$ cat src/rtl/ballot_collector_if.sv
// Vote channel between a vote source and the ballot collector.
// Valid/ready handshake carrying one voter ID and its yes/no value per transfer.
interface ballot_collector_if #(
    parameter int IDW = 3
) ();
    logic           vote_valid;
    logic [IDW-1:0] vote_id;
    logic           vote_val;
    logic           vote_ready;

    modport master (
        output vote_valid,
        output vote_id,
        output vote_val,
        input  vote_ready
    );

    modport slave (
        input  vote_valid,
        input  vote_id,
        input  vote_val,
        output vote_ready
    );
endinterface

$ cat src/rtl/ballot_collector.sv
// Sequential front end for the majority voter: collects one vote per voter over a
// valid/ready channel and presents the assembled vote vector with a one-cycle strobe.
module ballot_collector #(
    parameter int N_VOTERS = 7,
    parameter int TIMEOUT  = 255,
    parameter int IDW      = $clog2(N_VOTERS),
    parameter int CW       = $clog2(N_VOTERS + 1)
) (
    input  logic                clk,
    input  logic                rst,
    input  logic                start,
    ballot_collector_if.slave   vote_if,
    output logic [N_VOTERS-1:0] votes,
    output logic                votes_valid,
    output logic [CW-1:0]       count,
    output logic                timed_out,
    output logic                dup_err,
    output logic                id_err,
    output logic                busy
);

    localparam int TW = $clog2(TIMEOUT + 1);

    localparam logic [IDW:0]  ID_LIMIT   = (IDW + 1)'(N_VOTERS);
    localparam logic [CW-1:0] LAST_COUNT = CW'(N_VOTERS - 1);
    localparam logic [TW-1:0] TIMER_LAST = TW'(TIMEOUT - 1);

    typedef enum logic [1:0] {
        IDLE    = 2'd0,
        COLLECT = 2'd1,
        DONE    = 2'd2
    } state_t;

    state_t              state_q, state_d;
    logic [N_VOTERS-1:0] votes_q, votes_d;
    logic [N_VOTERS-1:0] voted_q, voted_d;
    logic [CW-1:0]       count_q, count_d;
    logic [TW-1:0]       timer_q, timer_d;
    logic                timed_out_q, timed_out_d;
    logic                dup_err_q, dup_err_d;
    logic                id_err_q, id_err_d;

    logic [N_VOTERS-1:0] id_onehot;
    logic                id_bad;
    logic                id_seen;
    logic                accept_new;

    // Out-of-range IDs shift the one-hot to zero, so they can never touch the vectors.
    assign id_onehot  = {{(N_VOTERS-1){1'b0}}, 1'b1} << vote_if.vote_id;
    assign id_bad     = {1'b0, vote_if.vote_id} >= ID_LIMIT;
    assign id_seen    = |(voted_q & id_onehot);
    assign accept_new = (state_q == COLLECT) && vote_if.vote_valid && !id_bad && !id_seen;

    always_comb begin
        // NOTE: every variable gets its hold value first so no path can infer a latch.
        state_d     = state_q;
        votes_d     = votes_q;
        voted_d     = voted_q;
        count_d     = count_q;
        timer_d     = timer_q;
        timed_out_d = timed_out_q;
        dup_err_d   = 1'b0;
        id_err_d    = 1'b0;

        unique case (state_q)
            IDLE: begin
                if (start) begin
                    state_d     = COLLECT;
                    votes_d     = '0;
                    voted_d     = '0;
                    count_d     = '0;
                    timer_d     = '0;
                    timed_out_d = 1'b0;
                end
            end

            COLLECT: begin
                if (vote_if.vote_valid) begin
                    id_err_d  = id_bad;
                    dup_err_d = !id_bad && id_seen;
                end
                if (accept_new) begin
                    votes_d = vote_if.vote_val ? (votes_q | id_onehot) : (votes_q & ~id_onehot);
                    voted_d = voted_q | id_onehot;
                    count_d = count_q + CW'(1);
                    timer_d = '0;
                    // A completing vote also clears the timer, so it beats a same-edge timeout.
                    if (count_q == LAST_COUNT) state_d = DONE;
                end else begin
                    timer_d = timer_q + TW'(1);
                    if (timer_q == TIMER_LAST) begin
                        state_d     = DONE;
                        timed_out_d = 1'b1;
                    end
                end
            end

            DONE: state_d = IDLE;

            default: state_d = IDLE;
        endcase
    end

    always_ff @(posedge clk or posedge rst) begin
        // NOTE: sequential state uses non-blocking assignments so all registers update together.
        if (rst) begin
            state_q     <= IDLE;
            votes_q     <= '0;
            voted_q     <= '0;
            count_q     <= '0;
            timer_q     <= '0;
            timed_out_q <= 1'b0;
            dup_err_q   <= 1'b0;
            id_err_q    <= 1'b0;
        end else begin
            state_q     <= state_d;
            votes_q     <= votes_d;
            voted_q     <= voted_d;
            count_q     <= count_d;
            timer_q     <= timer_d;
            timed_out_q <= timed_out_d;
            dup_err_q   <= dup_err_d;
            id_err_q    <= id_err_d;
        end
    end

    assign vote_if.vote_ready = (state_q == COLLECT);
    assign votes_valid        = (state_q == DONE);
    assign busy               = (state_q != IDLE);
    assign votes              = votes_q;
    assign count              = count_q;
    assign timed_out          = timed_out_q;
    assign dup_err            = dup_err_q;
    assign id_err             = id_err_q;

endmodule
$ cat src/flat_wrapper.sv
// flat-port wrapper written by rule: the top's interface ports become plain ports
module ballot_collector_flat 
#(
    parameter int N_VOTERS = 7,
    parameter int TIMEOUT  = 255,
    parameter int IDW      = $clog2(N_VOTERS),
    parameter int CW       = $clog2(N_VOTERS + 1)
)
  (clk, rst, start, votes, votes_valid, count, timed_out, dup_err, id_err, busy, vote_if_vote_valid, vote_if_vote_id, vote_if_vote_val, vote_if_vote_ready);
  ballot_collector_if #(.IDW(IDW)) vote_if_i ();
  input  logic clk;
  input  logic rst;
  input  logic start;
  output logic [N_VOTERS-1:0] votes;
  output logic votes_valid;
  output logic [CW-1:0] count;
  output logic timed_out;
  output logic dup_err;
  output logic id_err;
  output logic busy;
  input wire logic [$bits(vote_if_i.vote_valid)-1:0] vote_if_vote_valid;
  input wire logic [$bits(vote_if_i.vote_id)-1:0] vote_if_vote_id;
  input wire logic [$bits(vote_if_i.vote_val)-1:0] vote_if_vote_val;
  output wire logic [$bits(vote_if_i.vote_ready)-1:0] vote_if_vote_ready;
  assign vote_if_i.vote_valid = vote_if_vote_valid;
  assign vote_if_i.vote_id = vote_if_vote_id;
  assign vote_if_i.vote_val = vote_if_vote_val;
  assign vote_if_vote_ready = vote_if_i.vote_ready;
  ballot_collector #(.N_VOTERS(N_VOTERS), .TIMEOUT(TIMEOUT), .IDW(IDW), .CW(CW)) u_core (.clk(clk), .rst(rst), .start(start), .vote_if(vote_if_i), .votes(votes), .votes_valid(votes_valid), .count(count), .timed_out(timed_out), .dup_err(dup_err), .id_err(id_err), .busy(busy));
endmodule
$ cat config.mk
export PLATFORM = sky130hd
export DESIGN_NAME = ballot_collector_flat
export DESIGN_NICKNAME = d
export VERILOG_FILES = /design/src/rtl/ballot_collector_if.sv /design/src/rtl/ballot_collector.sv /design/src/flat_wrapper.sv
export SDC_FILE = /design/constraint.sdc
export NUM_CORES = 1
export LEC_CHECK = 0
export ABC_AREA = 1
export CORE_MARGIN = 5
export CORE_UTILIZATION = 25
export DETAILED_ROUTE_END_ITERATION = 8
export GPL_ROUTABILITY_DRIVEN = 0
export PLACE_DENSITY = 0.51
export SLEW_MARGIN = 20
export SYNTH_ARGS = -nofsm -noshare
export SYNTH_HDL_FRONTEND = slang
export SYNTH_SLANG_ARGS = --single-unit
$ cat constraint.sdc
create_clock -name clk -period 1.37 [get_ports clk]
set_input_delay 0.274 -clock clk [delete_from_list [all_inputs] [get_ports clk]]
set_output_delay 0.274 -clock clk [all_outputs]
set_load 0.02 [all_outputs]
==> impl_metrics.yaml, run 1 <==
die:
  die_x_um: 96.3
  core_area_um2: 7250
  io_pins: 24
  rows: 31
  initial_core_util: 0.257
  die_area_um2: 9280
  die_h_um: 96.3
power:
  ir_drop_mv: 0.831
  leakagePower_nw: 1.47
  clockPowerShare: 0.147
  power_frac_seq: 0.216
  p_int_mw: 3.73
  p_sw_mw: 2.75
  p_per_area_nw_per_um2: 2090
  switching_share: 0.424
  p_comb_frac: 0.638
sta:
  final_max_slew_viol_count: 0
  rsz0062_at_grt: "yes"
  slew-limit-headroom: 0.803
  post-route-min-period_ns: 1.46
  finalCritPeriodShare: 1.07
  fin_skew_ns: 0.00462
  fin_ws_ns: -0.0928
  holdWs_ns: 0.321
  hold_viol: 0
  tightest_slew_ns: 0.295
  setup-tns-final_ns: -1.22
  max_freq_mhz: 684
  setup_viol: 24
logic_synthesis:
  mappedNetlistArea_um2: 1860
  yosys-top-cells-count: "nand2_1 (59), dfrtp_1 (30), inv_1 (24)"
  syn_inst: 229
  yosysSeqAreaShare: 0.403
  synth_ff_type: "dfrtp_1"
  synthArstFlopShare: 1.00
  synth_edf_count: 0
  synth_area_leaders: "dfrtp_1 (40%), nand2_1 (12%), nand3_1 (5.4%)"
  syn_area_per_cell_um2: 8.14
  ys_warn_count: 0
  ys_ff_latch: 30
  yosys.area.top_type_share: 0.403
  synth_nets: 241
  yosys.area.top_type: "dfrtp_1"
  synth.most_common_cell: "nand2_1"
  synth_cell_types: 37
finish:
  area_delta_synth_final_pct: 66.5
  antennaDiodeCount: 0
  final_util: 0.428
  design_area_um2: 3100
  n_fill_cell: 721
  layout-drive-gt1-share: 0.471
  final_nets: 318
clocking:
  htreeDepth: 2
  clock_path_buffers: 2
  cts_root_buffer: "clkbuf_8"
  cts_buffers: 5
  clkSinkCount: 30
  clk_pin_slew_ns: 0.07
  postCtsHoldBufs: 0
  insertion_delay_ns: 0.28
  cts_tree: "yes"
drt:
  drtIter0Drc: 115
  dr_total_vias: 1827
  drtPass1Iterations: 5
  drt-total-wl_mm: 5.32
  vias_per_cell: 4.51
  wl_per_cell_um: 13.1
  drc: 0
  ant_nets: 0
placement:
  place_area_um2: 2470
  dp_hpwl_mm: 3.26
  dp_slack_ns: -0.585
  port_buffers: 23
critical_path:
  cp-end-kind: "output port"
  crit_path_start_kind: "register"
  critPathKind: "register to output port"
  max_stage_delay_ns: 0.41
  reg2reg_slack_ns: -0.09
  crit_slowest_cell: "dfrtp_1"
  cp_common_cell: "buf_6"
  cp.required_ns: 1.10
  cp_num_buf_inv: 4
  crit_family: "buffers and inverters"
  crit_fanout: 3
  crit_chain: "buf_6, nand2_4, clkinv_4, buf_4, buf_6"
  cp.arrival_ns: 1.19
run_status:
  status: "complete, but fails checks"
  violations: "negative setup slack"
grt:
  grt_pass1_wl_mm: 8.71
  grt_pass1_vias: 1826
  grt_usage: 0.122
  grt_max_degree: 31
  antenna_found_initial: 0
  globalRouteOverflowTotal: 0
hold_path:
  min_path_type: "input port to async pin"
flow_run:
  drv_cap: 0
-- worst register-to-register path, cell delays in order, from the launching register on --
cell and delay [ns]:
dfrtp_1 0.40, inv_2 0.09, nand2_4 0.06, clkinv_4 0.05
nand2_4 0.05, nor2_4 0.11, nand3_4 0.11, nand2_8 0.13
buf_12 0.11, nand2_8 0.06, and2_4 0.15
-- worst paths after layout --
path,startpoint,endpoint,cells past startpoint
max reg2reg,u_core.state_q[1]$_DFFE_PP0P_,u_core.timer_q[4]$_DFFE_PP0P_,10
min,rst,u_core.votes[5]$_DFFE_PP0P_,3
min in group clk,vote_if_vote_id[2],u_core.id_err$_DFF_PP0_,4
max,u_core.state_q[0]$_DFFE_PP0P_,vote_if_vote_ready,5
min reg2reg,u_core.votes[0]$_DFFE_PP0P_,u_core.votes[0]$_DFFE_PP0P_,2
max in group asynchronous,rst,u_core.timer_q[1]$_DFFE_PP0P_,3
-- cells by family (layout without fill, tap and decap cells) --
group / Yosys count / after routing / share of synthesized area
AOI/OAI and AO/OA: 28 / 28 / 0.0866
buffers and inverters: 39 / 113 / 0.116
and+or+nand+nor: 125 / 128 / 0.353
adders and majority gates: 4 / 4 / 0.0269
xor gates and xnor gates: 3 / 3 / 0.0141
DFF: 30 / 30 / 0.403
-- metal layers --
layer  vias to the layer above  part of all wire  global-route usage
met5                         -                 0                   0
met4                         0             0.016              0.0432
met3                        10             0.043              0.0227
met2                        45              0.51               0.201
met1                       858              0.43               0.159
li1                        914                 -                   -
-- cell type report --
class | count | area (um2) | area share
Sequential cell | 30 | 751 | 0.242
Inverter | 29 | 130 | 0.0420
Clock inverter | 1 | 30.0 | 0.00968
Timing Repair Buffer | 77 | 796 | 0.257
Clock buffer | 6 | 82.6 | 0.0266
Multi-Input combinational cell | 163 | 1190 | 0.383
Tap cell | 99 | 124 | 0.0399
-- sequential cells by signal, summed over array words and instances, names as in the netlist --
register / cells
u_core.timed_out: 1
u_core.voted_q: 7
u_core.id_err: 1
u_core.timer_q: 8
u_core.count: 3
u_core.state_q: 2
u_core.votes: 7
u_core.dup_err: 1
-- through the flow --
stage / cells / power (mW)
2_1_floorplan: 229 / 2.97
3_3_place_gp: 378 / 3.88
4_1_cts: 401 / 6.04
6_report: 405 / 6.47
3_5_place_dp: 378 / 3.89
5_1_grt: 405 / 6.85
-- power groups by stage --
stage | Clock [mW] | Sequential, mW | Combinational (mW)
2_1_floorplan | 0 | 1.48 | 1.49
3_3_place_gp | 0 | 1.38 | 2.50
3_5_place_dp | 0 | 1.38 | 2.51
4_1_cts | 0.956 | 1.37 | 3.71
5_1_grt | 0.990 | 1.44 | 4.42
6_report | 0.949 | 1.40 | 4.13
-- placed cells by master (no fill, tap or decap), types with 2 or more instances in the layout --
master,instances
buf_16,2
dfrtp_1,30
buf_4,35
xor2_1,3
inv_1,22
o21ai_1,2
nor2_1,7
nand2_1,30
buf_6,9
clkdlybuf4s15_1,3
nand2_8,5
nand4_1,11
a21oi_2,5
dlygate4sd2_1,11
nor2_2,3
nor2_4,3
clkdlybuf4s50_1,4
nand3_1,13
nand3_4,2
nand3_2,14
clkbuf_8,6
a21oi_1,15
buf_12,9
nand2_4,9
inv_2,2
clkbuf_2,2
nand2_2,23
inv_6,2
ha_1,4
-- timing repair --
action | 4_1_cts | 5_1_grt
pin swaps | 29 | 16
setup buffers | 10 | 7
gates resized for setup | 67 | 50
cloned | 6 | 0
setup endpoints to repair | 45 | 30
Note: power is estimated with default switching activity, not from simulation.
==> run 2: changes to the inputs <==
- CELL_PAD_IN_SITES_DETAIL_PLACEMENT: not set -> 1
- CELL_PAD_IN_SITES_GLOBAL_PLACEMENT: not set -> 1
- CORE_UTILIZATION: 25 -> 30
- PLACE_DENSITY: 0.51 -> 0.7
==> run 2 against run 1 <==
  * Fmax decreased by 3.1%
  * Global-route usage increased by 4.8 points
  * Hold slack improved by 0.0082 ns
  * Largest power group unchanged
  * Cell area decreased by 7.2%
  * Clock power decreased by 28%
  * Clock skew about the same
  * Sequential power about the same
  * The flow still finishes with violations (negative setup slack)
  * Non-clock buffer count increased by 1
  * Clock-buffer cell count increased by 1
==> impl_metrics.yaml, run 2 (synthesized netlist as in run 1, its figures left out) <==
grt:
  antenna_found_initial: 0
  grt_pass1_wl_mm: 10.1
  grt_usage: 0.170
  globalRouteOverflowTotal: 0
  grt_max_degree: 31
  grt_pass1_vias: 1938
finish:
  antennaDiodeCount: 0
  layout-drive-gt1-share: 0.399
  layout_common_cells: "buf_4 (44), nand2_1 (40), dfrtp_1 (29)"
  layout_commonest_cell: "buf_4"
  design_area_um2: 2880
  largest_register_ff_count: 8
  final_nets: 318
  regMostFlops: "u_core.timer_q"
  area_delta_synth_final_pct: 54.5
  final_util: 0.481
critical_path:
  critPathKind: "register to register"
  crit_fanout: 5
  rr_endpoint: "u_core.voted_q[4]$_DFFE_PP0P_"
  ff2ff_path_depth: 9
  crit_path_start_kind: "register"
  r2r_start: "u_core.voted_q[1]$_DFFE_PP0P_"
  crit_start: "u_core.voted_q[1]$_DFFE_PP0P_"
  cp.arrival_ns: 1.67
  reg2reg_slack_ns: -0.14
  cp.required_ns: 1.53
  cp-end-kind: "register"
power:
  ir_drop_mv: 0.846
  power_frac_seq: 0.243
  leakagePower_nw: 1.40
  power.total_mw: 5.80
  p_int_mw: 3.17
  p_comb_frac: 0.639
  p_per_area_nw_per_um2: 2020
  switching_share: 0.454
  p_sw_mw: 2.63
  clockPowerShare: 0.117
sta:
  holdWs_ns: 0.329
  hold_viol: 0
  setup_viol: 26
  final_max_slew_viol_count: 0
  fin_skew_ns: 0.00444
  max_freq_mhz: 662
  rsz0062_at_grt: "yes"
  post-route-min-period_ns: 1.51
  fin_ws_ns: -0.140
  tightest_slew_ns: 0.327
  slew-limit-headroom: 0.781
  finalCritPeriodShare: 1.10
drt:
  wl_per_cell_um: 17.1
  dr_total_vias: 1920
  vias_per_cell: 5.04
  dr.max_layer_used: "met4"
  drtIter0Drc: 72
  drc: 0
  wl_met1_mm: 2.90
  drtPass1Iterations: 4
  drt-total-wl_mm: 6.51
  routed-wl-met2_mm: 3.32
  ant_nets: 0
  wl_met3_um: 170
clocking:
  cts_root_buffer: "clkbuf_8"
  cts_buffers: 5
  clkSinkCount: 30
  clock_path_buffers: 2
  cts_tree: "yes"
  clk_pin_slew_ns: 0.06
  postCtsHoldBufs: 0
  htreeDepth: 2
  insertion_delay_ns: 0.28
hold_path:
  min_path_type: "input port to async pin"
die:
  rows: 28
  die_x_um: 88.8
  die_h_um: 88.8
  initial_core_util: 0.311
  core_area_um2: 5990
  io_pins: 24
  die_area_um2: 7890
placement:
  port_buffers: 23
  place_area_um2: 2420
  dp_hpwl_mm: 3.80
  dp_slack_ns: -0.560
run_status:
  violations: "negative setup slack"
  status: "complete, but fails checks"
flow_run:
  drv_cap: 0
==> run 2: worst max-delay path by stage <==
stage,endpoint,slack (ns)
final,u_core.voted_q[4]$_DFFE_PP0P_,-0.14
after global routing,u_core.voted_q[4]$_DFFE_PP0P_,-0.23
after CTS,u_core.voted_q[4]$_DFFE_PP0P_,-0.09
after detailed placement,u_core.count[1]$_DFFE_PP0P_,-0.56
after global placement,u_core.timer_q[4]$_DFFE_PP0P_,-0.52
after floorplan,u_core.voted_q[6]$_DFFE_PP0P_,-0.05
==> run 2: worst max-delay path, cell delays in order (launching register included) <==
cell	delay, ns
dfrtp_1	0.40
inv_1	0.17
nor2_4	0.07
nor2_4	0.15
nand3_4	0.13
nand2_8	0.13
buf_12	0.14
nand2_8	0.07
nand2_4	0.06
nand2_1	0.06
==> run 2: metal layers <==
layer  GRT usage  up-vias
met5           0        -
met4      0.0495        0
met3      0.0251       16
met2       0.286       36
met1       0.224      963
li1            -      905
==> run 2: power groups by stage <==
stage / clock, mW / sequential (mW) / combinational (mW)
after CTS: 0.701 / 1.38 / 3.22
after global placement: 0 / 1.39 / 2.46
after global routing: 0.741 / 1.44 / 3.98
final: 0.680 / 1.41 / 3.71
after floorplan: 0 / 1.48 / 1.49
after detailed placement: 0 / 1.39 / 2.53
==> run 2: timing repair <==
item,CTS,global route
setup endpoints to repair,44,31
cloned,3,1
pin swaps,13,16
setup buffers,9,8
gates resized for setup,58,30
endpoints found under the hold margin,0,0
==> run 2: area by class of cell <==
class | instances | area (um2)
multi-input combinational | 162 | 1100
fill | 713 | 3110
clock buffer | 7 | 76.3
inverter | 29 | 134
sequential | 30 | 752
tap | 75 | 93.8
timing repair buffer | 78 | 724
==> run 2: per-stage QoR <==
step / cells / TNS [ns]
global route: 381 / -4.84
CTS: 373 / -1.15
finish: 381 / -2.57
detailed placement: 355 / -14.99
global placement: 355 / -14.18
floorplan: 229 / -0.710
==> run 3: changes to the inputs <==
- GPL_TIMING_DRIVEN: not set -> 0
==> run 3 against run 2 <==
  * The run still ends with negative setup slack left
  * Critical path type unchanged
  * Routed wire length is 0.23% lower
  * Critical endpoint is now u_core.voted_q[1]$_DFFE_PP0P_
  * Clock skew up 0.0045 ns
  * Largest power group unchanged
  * Via count down 4.9%
==> impl_metrics.yaml, run 3 (synthesized netlist as in run 1, its figures left out) <==
run_status:
  status: "complete, but fails checks"
  violations: "negative setup slack"
clocking:
  clkSinkCount: 30
  clk_pin_slew_ns: 0.08
  htreeDepth: 2
  clock_path_buffers: 2
  cts_root_buffer: "clkbuf_8"
  cts_buffers: 5
  postCtsHoldBufs: 0
  insertion_delay_ns: 0.29
  cts_tree: "yes"
grt:
  grt_pass1_wl_mm: 9.80
  grt_max_degree: 31
  globalRouteOverflowTotal: 0
  grt_pass1_vias: 1901
  grt_usage: 0.167
  antenna_found_initial: 0
placement:
  dp_hpwl_mm: 3.42
  port_buffers: 21
  post-place-cells: 325
sta:
  finalCritPeriodShare: 1.16
  max_freq_mhz: 630
  slew-limit-headroom: 0.540
  tightest_slew_ns: 0.689
  rsz0062_at_grt: "yes"
  hold_viol: 0
  final_max_slew_viol_count: 0
  fin_skew_ns: 0.00894
  fin_ws_ns: -0.217
  setup_viol: 30
  post-route-min-period_ns: 1.59
finish:
  antennaDiodeCount: 0
  final_nets: 299
  area_delta_synth_final_pct: 54.7
  largest_register_ff_count: 8
  layout_common_cells: "nand2_1 (43), dfrtp_1 (29), inv_1 (21)"
  layout-drive-gt1-share: 0.417
  multiInputGateArea_um2: 1110
  n_fill_cell: 696
  ff_latch_area_um2: 752
  layout_commonest_cell: "nand2_1"
  regMostFlops: "u_core.timer_q"
  instances_no_fill: 363
critical_path:
  cp.depth: 10
  cp-end-kind: "register"
  crit_family: "simple AND/OR/NAND/NOR gates"
  critPathKind: "register to register"
  crit_slowest_cell: "dfrtp_1"
  crit_path_start_kind: "register"
  crit_fanout: 4
  cp.arrival_ns: 1.82
  cp.required_ns: 1.60
  crit_chain: "nand4_1, nand2_4, nor2_8, nand3_4, nand2_4, buf_8, buf_12, buf_12, nand3_2, nand2_2"
  cp_num_buf_inv: 3
  max_stage_delay_ns: 0.40
  ff2ff_path_depth: 10
drt:
  ant_nets: 0
  vias_per_cell: 5.03
  wl_per_cell_um: 17.9
  drc: 0
  drtIter0Drc: 84
  drtPass1Iterations: 4
  drt-total-wl_mm: 6.50
  dr_total_vias: 1825
hold_path:
  hold_depth: 3
  min_path_type: "input port to register"
flow_run:
  drv_cap: 0
die:
  die_area_um2: 7890
  io_pins: 24
  initial_core_util: 0.311
  die_x_um: 88.8
  core_area_um2: 5990
  die_h_um: 88.8
  rows: 28
power:
  ir_drop_mv: 0.787
  leakagePower_nw: 1.38
  p_per_area_nw_per_um2: 2210
  power.total_mw: 6.36
-- run 3: changes by cell type in the layout (fill, tap and decap cells not counted), sizes merged --
| cell | delta |
|---|---|
| buf | -16 |
| clkbuf | +5 |
| clkdlybuf4s15 | -2 |
| clkdlybuf4s50 | +1 |
| dlygate4sd2 | -4 |
| nand2 | -2 |
-- run 3: report_power, final --
part           switching (mW)  total [mW]  internal (mW)
logic                    2.12        4.06           1.94
registers               0.261        1.41           1.15
clock network           0.379       0.887          0.508
-- run 3: final cells by class --
class	count	area share
sequential	30	0.261
timing repair buffer	51	0.185
buffer	10	0.0517
inverter	29	0.0465
multi-input combinational	160	0.385
clock buffer	8	0.0382
tap	75	0.0326
-- run 3: metal layers --
| layer | global-route usage | vias to the layer above | share of wire | wire length (um) |
|---|---|---|---|---|
| met2 | 0.286 | 28 | 0.53 | 3450 |
| met3 | 0.0317 | 10 | 0.024 | 153 |
| met5 | 0 | - | 0 | 0 |
| met4 | 0.0701 | 0 | 0.014 | 92 |
| met1 | 0.204 | 922 | 0.43 | 2800 |
| li1 | - | 865 | - | - |
-- run 3: what timing repair did --
item	in CTS	in global routing
endpoints found under the setup margin	44	34
resized for setup	75	34
endpoints found under the hold margin	0	0
setup buffers	18	11
gates cloned	2	1
pin swaps	16	14
-- run 3: stage by stage --
| step | cell area (um2) | util | setup TNS, ns | setup WS [ns] | hold slack, ns |
|---|---|---|---|---|---|
| final | 2880 | 0.481 | -3.33 | -0.217 | 0.341 |
| after global placement | 2220 | 0.371 | -30.63 | -0.797 | 0.454 |
| after floorplan | 1920 | - | -0.710 | -0.0535 | 0.365 |
| after global routing | 2880 | 0.481 | -4.67 | -0.257 | 0.364 |
| after detailed placement | 2220 | 0.371 | -20.47 | -0.819 | 0.467 |
| after CTS | 2720 | 0.454 | -2.49 | -0.147 | 0.316 |
-- run 3: worst paths after layout --
path,slack (ns),from,endpoint
min in group asynchronous,0.41,rst,u_core.id_err$_DFF_PP0_
max,-0.22,u_core.voted_q[2]$_DFFE_PP0P_,u_core.voted_q[1]$_DFFE_PP0P_
max in group asynchronous,0.47,rst,u_core.state_q[0]$_DFFE_PP0P_
min,0.34,vote_if_vote_id[0],u_core.id_err$_DFF_PP0_
max reg2reg,-0.22,u_core.voted_q[2]$_DFFE_PP0P_,u_core.voted_q[1]$_DFFE_PP0P_
min reg2reg,0.50,u_core.votes[6]$_DFFE_PP0P_,u_core.votes[6]$_DFFE_PP0P_
-- run 3: worst register-to-register path: stages, from the launching register on --
cell,delay [ns]
dfrtp_1,0.40
nand4_1,0.15
nand2_4,0.09
nor2_8,0.14
nand3_4,0.10
nand2_4,0.12
buf_8,0.14
buf_12,0.12
buf_12,0.10
nand3_2,0.07
nand2_2,0.10
